==> src/rtl/update_lru.sv <==
// Registered 8-way tree pseudo-LRU update; the result is written back to the PLRU array by the cache controller.
// Optional combinational victim-way hint is built only when UPDATE_LRU_VICTIM_EN is defined.
module update_lru (
  input  logic       clk,
  input  logic       rst_n,
  input  logic       upd_en,
  input  logic [2:0] way_updatelru,
  input  logic [6:0] plru,
  output logic [6:0] p,
  output logic       p_valid
`ifdef UPDATE_LRU_VICTIM_EN
  ,
  output logic [2:0] victim_way
`endif
);

  // Every node on the accessed way's path is turned to point at the opposite half.
  function automatic logic [6:0] plru_next(input logic [2:0] way, input logic [6:0] tree);
    logic [6:0] nxt;
    nxt    = tree;
    nxt[0] = ~way[2];
    case (way[2])
      1'b0:    nxt[1] = ~way[1];
      default: nxt[2] = ~way[1];
    endcase
    case (way[2:1])
      2'b00:   nxt[3] = ~way[0];
      2'b01:   nxt[4] = ~way[0];
      2'b10:   nxt[5] = ~way[0];
      default: nxt[6] = ~way[0];
    endcase
    return nxt;
  endfunction

`ifdef UPDATE_LRU_VICTIM_EN
  function automatic logic [2:0] plru_victim(input logic [6:0] tree);
    logic mid_bit;
    logic leaf_bit;
    case (tree[0])
      1'b0:    mid_bit = tree[1];
      default: mid_bit = tree[2];
    endcase
    case ({tree[0], mid_bit})
      2'b00:   leaf_bit = tree[3];
      2'b01:   leaf_bit = tree[4];
      2'b10:   leaf_bit = tree[5];
      default: leaf_bit = tree[6];
    endcase
    return {tree[0], mid_bit, leaf_bit};
  endfunction
`endif

  logic [6:0] p_next_s;
  logic [6:0] p_r;
  logic       p_valid_r;

  // Next tree value from this cycle's inputs only; no forwarding from p.
  always_comb begin
    p_next_s = 7'b0000000;
    if (upd_en) begin
      p_next_s = plru_next(way_updatelru, plru);
    end else begin
      p_next_s = p_r;
    end
  end

  // Result and strobe registers; reset discards any pending result.
  always_ff @(posedge clk or negedge rst_n) begin
    if (!rst_n) begin
      p_r       <= 7'b0000000;
      p_valid_r <= 1'b0;
    end else begin
      p_r       <= p_next_s;
      p_valid_r <= upd_en;
    end
  end

  assign p       = p_r;
  assign p_valid = p_valid_r;

`ifdef UPDATE_LRU_VICTIM_EN
  logic [2:0] victim_s;

  // Victim walk follows plru directly, independent of upd_en and reset.
  always_comb begin
    victim_s = 3'd0;
    victim_s = plru_victim(plru);
  end

  assign victim_way = victim_s;
`endif

endmodule

==> config.mk <==
export PLATFORM = sky130hd
export DESIGN_NAME = update_lru
export DESIGN_NICKNAME = d
export VERILOG_FILES = /design/src/rtl/update_lru.sv
export SDC_FILE = /design/constraint.sdc
export NUM_CORES = 1
export LEC_CHECK = 0
export CAP_MARGIN = 25
export CORE_AREA = 4 4 41 43
export CTS_BUF_LIST = sky130_fd_sc_hd__clkbuf_4
export DETAILED_ROUTE_END_ITERATION = 16
export DIE_AREA = 0 0 45 47
export PLACE_DENSITY = 0.64
export SETUP_SLACK_MARGIN = 0.1
export SYNTH_ARGS = -nofsm -noshare
export SYNTH_HDL_FRONTEND = slang
export SYNTH_SLANG_ARGS = --single-unit
==> constraint.sdc <==
create_clock -name clk -period 2.1 [get_ports clk]
set_input_delay 0.315 -clock clk [delete_from_list [all_inputs] [get_ports clk]]
set_output_delay 0.315 -clock clk [all_outputs]
set_load 0.005 [all_outputs]
==> results of run 1 <==
## area by class of cell
type | count | area, um2
fill | 139 | 691
sequential | 8 | 200
timing repair buffer | 20 | 198
multi-input combinational | 23 | 168
clock buffer | 3 | 22.5
tap | 15 | 18.8
inverter | 1 | 3.75
## cell families after synthesis
kind of cell / Yosys count / synth area share, %
buf+inv: 3 / 5.16
compound gates: 7 / 15.2
flops: 8 / 51.6
mux: 1 / 2.58
simple gates: 15 / 25.5
## worst min path at each step
| stage | to | slack, ns | depth (start not counted) |
|---|---|---|---|
| after floorplan | p[0] | 0.02 | 0 |
| after global placement | p[0] | 0.51 | 2 |
| after detailed placement | p[0] | 0.52 | 2 |
| after CTS | p[6] | 0.36 | 1 |
| after global routing | p[5] | 0.37 | 1 |
| final | p[6] | 0.35 | 1 |
## Yosys cell counts (2+ instances only)
master,count
nand2b_1,2
nor2b_1,4
nor2_1,2
dfrtp_1,8
a31oi_1,2
a311o_1,3
## report_power, final
group / internal, W / switching (W)
clock network: 0.0000654 / 0.0000519
registers: 0.000170 / 0.00000661
logic: 0.0000623 / 0.0000306
total: 0.000298 / 0.0000891
## state kept, by name, indices dropped and copies added (netlist names)
name / cells
p_valid: 1
p: 7
## layout by cell type, fill, tap and decap left out
master / n
nor2_1: 2
nor4b_1: 1
clkdlybuf4s50_1: 19
clkbuf_4: 3
or2_1: 1
a31o_1: 1
buf_4: 1
mux2i_1: 1
nand2b_1: 2
nor2b_1: 4
a311o_1: 3
and4bb_1: 1
nand3_1: 1
or2b_1: 1
dfrtp_1: 8
nor4bb_1: 1
a21o_1: 1
nand2_1: 1
a31oi_1: 2
inv_1: 1
## through the flow
step                      instances  worst slack (ns)  power [W]
after CTS                        70             0.656   0.000396
final                            70             0.641   0.000387
after floorplan                  34             0.989   0.000212
after detailed placement         67             0.379   0.000273
after global placement           67             0.389   0.000273
after global routing             70             0.614   0.000414
## per-layer routing
| layer | GRT usage [%] | vias up | share of wire (%) |
|---|---|---|---|
| li1 | - | 168 | - |
| met3 | 4.21 | 2 | 10 |
| met1 | 10.9 | 157 | 45 |
| met4 | 7.02 | 0 | 1.4 |
| met2 | 15.5 | 17 | 43 |
| met5 | 0 | - | 0 |
## worst max-delay path: stages
cell,delay (ns)
clkdlybuf4s50_1,0.65
or2b_1,0.28
a311o_1,0.35
==> flow_summary_export.csv, run 1 <==
group,metric,value,unit
sta,maxSlewViolCount,0,
die,die_h,47,um
sta,clock_skew,0,ns
setup_path,rrSetupSlack,1.22,ns
cts,ctsResizeCount,0,
yosys,syn_inst,34,
place,port_buffers,19,
yosys,synth-warning-count,0,
drt,via_count,344,
global_routing,antenna_found_initial,0,
cts,clockBufferDepth,2,
global_routing,grt_pass1_vias,350,
cts,cts_setup_buffers,0,
yosys,ys_types,19,
sta,fmax,686,MHz
die,num_rows,13,
cells_and_area,drive_above_1_share,7.27,%
setup_path,crit_path_max_fanout,11,
sta,finalSetupViolCount,0,
drt,drt_wl_total,829,um
cts,clk_latency,0.25,ns
drt,wl_per_cell,11.8,um
setup_path,end_kind,"flop",
setup_path,crit_path_start,"way_updatelru[2]",
setup_path,cp.arrival,1.59,ns
yosys,netlist.area_leader.share,51.6,%
place,gp_congestion,0.626,
yosys,syn_area,388,um2
run,maxCapViolCount,0,
sta,period_minus_slack,1.46,ns
cts,numCtsBuffers,3,
yosys,yosysSeqAreaShare,51.6,%
yosys,synthArstFlopShare,100,%
drt,via_per_inst,4.91,
cells_and_area,n_antenna_cell,0,
sta,setup_tns,0,ns
drt,drc,0,
run_status,outcome,"complete, no violations",
die,io_pins,21,
cts,clock_sinks,8,
power,p_per_area,633,mW/mm2
yosys,synth-seq-cells,8,
global_routing,grt_overflow_total,0,
power,ir_drop,0.280,mV
cells_and_area,area_delta_synth_final,57.4,%
cells_and_area,stdcell_area,611,um2
yosys,ys.flop_type,"dfrtp_1",
place,dpl_cell_area,588,um2
cts,cts_max_level,1,
setup_path,startpoint_type,"input port",
sta,tightest_slew,0.396,ns
yosys,synth_nets,47,
setup_path,crit_type,"in2reg",
cts,cts-root-buf,"clkbuf_4",
setup_path,crit_required,2.23,ns
die,start_util,29.8,%
sta,hold_viol,0,
die,die-area,0.00212,mm2
drt,ant_nets,0,
cts,cts_tree,"built",
setup_path,r2r_end,"p[5]",
cts,clk_pin_slew,0.05,ns
sta,timing.final.crit_share,69.5,%
drt,drt_iter0_drc,7,
global_routing,grt_pass1_wl,1470,um
yosys,synth_top_area_cell,"dfrtp_1",
die,core-area,0.00130,mm2
yosys,synth.area.top_cells,"dfrtp_1 52%, a311o_1 7.7%, nor2b_1 6.5%",
sta,hold_ws,0.355,ns
yosys,synth_edf_count,0,
setup_path,rr_worst_depth,2,
drt,drtPass1Iterations,4,
hold_path,hold_path.class,"in2async",
die,die_w,45,um
global_routing,grt_max_degree,14,
cells_and_area,nets,70,
cts,hold_buffers,0,
setup_path,worstReg2RegStart,"p[5]",
sta,rsz0062_at_grt,"no",
cells_and_area,final_core_util,46.9,%
sta,slew_headroom,73.5,%
global_routing,grt_usage,9.95,%
power,cellLeakagePower,0.254,nW
yosys,syn-mean-instance-area,11.4,um2
setup_path,critPathCapture,"p[5]",
Power figures use the tool's default switching activity.
==> inputs of run 2 (changes only) <==
--- a/config.mk
+++ b/config.mk
@@ -10,7 +10,7 @@
 export CTS_BUF_LIST = sky130_fd_sc_hd__clkbuf_4
 export DETAILED_ROUTE_END_ITERATION = 16
 export DIE_AREA = 0 0 45 47
-export PLACE_DENSITY = 0.64
+export PLACE_DENSITY = 0.66
 export SETUP_SLACK_MARGIN = 0.1
 export SYNTH_ARGS = -nofsm -noshare
 export SYNTH_HDL_FRONTEND = slang
==> constraint.sdc (replaced) <==
create_clock -name clk -period 1.3 [get_ports clk]
set_input_delay 0.195 -clock clk [delete_from_list [all_inputs] [get_ports clk]]
set_output_delay 0.195 -clock clk [all_outputs]
set_load 0.005 [all_outputs]
==> run 2 against run 1 <==
Core utilization increased by 3.4 points. Sequential share of layout area decreased by 2.2 points. Via count increased by 0.87%. Register-to-register slack got worse by 0.79 ns. Power increased by 60%. Critical path depth increased by 1. Non-clock buffer count increased by 7. Setup slack got worse by 0.49 ns. Sequential cell count unchanged. Final cell count increased by 10%. Clock power increased by 58%.
==> flow_summary_export.csv, run 2 (same netlist as run 1, synthesis figures left out) <==
group,metric,value,unit
drt,wl_per_cell,11.5,um
cts,clockBufferDepth,2,
setup_path,crit_path_max_fanout,9,
sta,finalSetupViolCount,0,
global_routing,antenna_found_initial,0,
drt,drt_iter0_drc,4,
place,gp_congestion,0.723,
cells_and_area,stdcell_area,654,um2
run_status,outcome,"complete, no violations",
power,p_per_area,945,mW/mm2
global_routing,grt_pass1_vias,351,
power,cellLeakagePower,0.311,nW
hold_path,hold_path.class,"in2async",
sta,hold_ws,0.232,ns
die,core-area,0.00130,mm2
run,maxCapViolCount,0,
sta,slew_headroom,74.4,%
cts,clk_latency,0.25,ns
cells_and_area,seq_area,200,um2
cells_and_area,area_delta_synth_final,68.7,%
drt,drt_wl_total,885,um
place,dpl_cell_area,633,um2
cts,numCtsBuffers,3,
sta,setup_tns,0,ns
drt,drc,0,
place,port_buffers,19,
sta,tightest_slew,0.383,ns
die,num_rows,13,
setup_path,startpoint_type,"input port",
power,ir_drop,0.439,mV
die,start_util,29.8,%
die,io_pins,21,
setup_path,end_kind,"flop",
die,die_h,47,um
cells_and_area,final_cell_mix,"9 x clkdlybuf4s50_1, 9 x dlygate4sd2_1, 8 x dfrtp_1, 8 x buf_4, 4 x nor2b_1",
setup_path,cp.arrival,1.27,ns
cells_and_area,drive_above_1_share,17.7,%
cts,cts_tree,"built",
die,die-area,0.00212,mm2
sta,period_minus_slack,1.15,ns
sta,maxSlewViolCount,0,
cells_and_area,largest_reg_flops,7,
cts,cts-root-buf,"clkbuf_4",
cts,cts_max_level,1,
die,die_w,45,um
drt,ant_nets,0,
cts,clock_sinks,8,
setup_path,crit_required,1.43,ns
cells_and_area,nets,77,
drt,drtPass1Iterations,2,
setup_path,slowest_delay,0.57,ns
global_routing,grt_pass1_wl,1510,um
setup_path,path_cells,"clkdlybuf4s50_1 -> buf_4 -> nor2b_1 -> a311o_1",
global_routing,grt_usage,10.4,%
power,design_power_total,0.000618,W
drt,via_count,347,
sta,rsz0062_at_grt,"no",
sta,hold_viol,0,
global_routing,grt_max_degree,10,
sta,timing.final.crit_share,88.3,%
setup_path,critPathSlowestCell,"clkdlybuf4s50_1",
cells_and_area,final.fill_count,148,
place,dpl.hpwl,673,um
cells_and_area,final_core_util,50.3,%
cts,clk_pin_slew,0.06,ns
global_routing,grt_overflow_total,0,
cells_and_area,multi_input_area,168,um2
sta,clock_skew,0,ns
drt,via_per_inst,4.51,
sta,fmax,872,MHz
cells_and_area,n_antenna_cell,0,
setup_path,crit_type,"in2reg",
-- run 2: cell count changes in the layout (fill, tap and decap cells not counted), sizes merged --
cell	before	now
buf	1	8
clkdlybuf4s50	19	9
dlymetal6s2s	0	1
dlygate4sd2	0	9
-- run 2: area by class of cell --
| type | count | share of cell area (%) |
|---|---|---|
| clock buffers | 3 | 3.44 |
| multi-input cells | 23 | 25.6 |
| repair buffers | 27 | 36.9 |
| flip-flops and latches | 8 | 30.6 |
| inverters | 1 | 0.574 |
| well taps | 15 | 2.87 |
-- run 2: path summary, 6_finish.rpt --
check / start / end / slack [ns] / cells after the start
setup / recovery: upd_en / p[3] / 0.15 / 4
hold reg to reg: p[0] / p[0] / 0.53 / 2
min in group clk: way_updatelru[1] / p[2] / 0.41 / 3
setup reg to reg: p[5] / p[5] / 0.43 / 2
hold / removal: rst_n / p[2] / 0.23 / 1
max in group asynchronous: rst_n / p[4] / 0.79 / 1
-- run 2: metal layers --
metal / part of all wire [%] / GRT usage, % / vias to the layer above
met5: 0 / 0 / -
met4: 1.4 / 7.02 / 0
met3: 9.5 / 4.21 / 2
met2: 41 / 16.1 / 14
met1: 48 / 11.6 / 151
li1: - / - / 180
-- run 2: critical path, delay by kind of cell --
family                 cells  cell delay (ns)
buffers and inverters      2             0.77
AO/OA/AOI/OAI              1             0.26
AND/OR/NAND/NOR            1             0.05
-- run 2: power by group --
group	switching (W)	internal, W	leakage, nW	total [W]
clock network	0.0000796	0.000105	0.0138	0.000185
registers	0.0000108	0.000274	0.0948	0.000285
logic	0.0000517	0.0000965	0.202	0.000148
-- run 2: through the flow --
step / instances / setup WS, ns
5_1_grt: 77 / 0.114
4_1_cts: 77 / 0.126
3_3_place_gp: 73 / -0.214
6_report: 77 / 0.153
3_5_place_dp: 73 / -0.247
2_1_floorplan: 34 / 0.309
-- run 2: timing repair --
item	4_1_cts	5_1_grt
hold buffers	0	0
pin swaps	0	0
setup endpoints to repair	10	2
gates resized for setup	9	1
buffers inserted	1	0
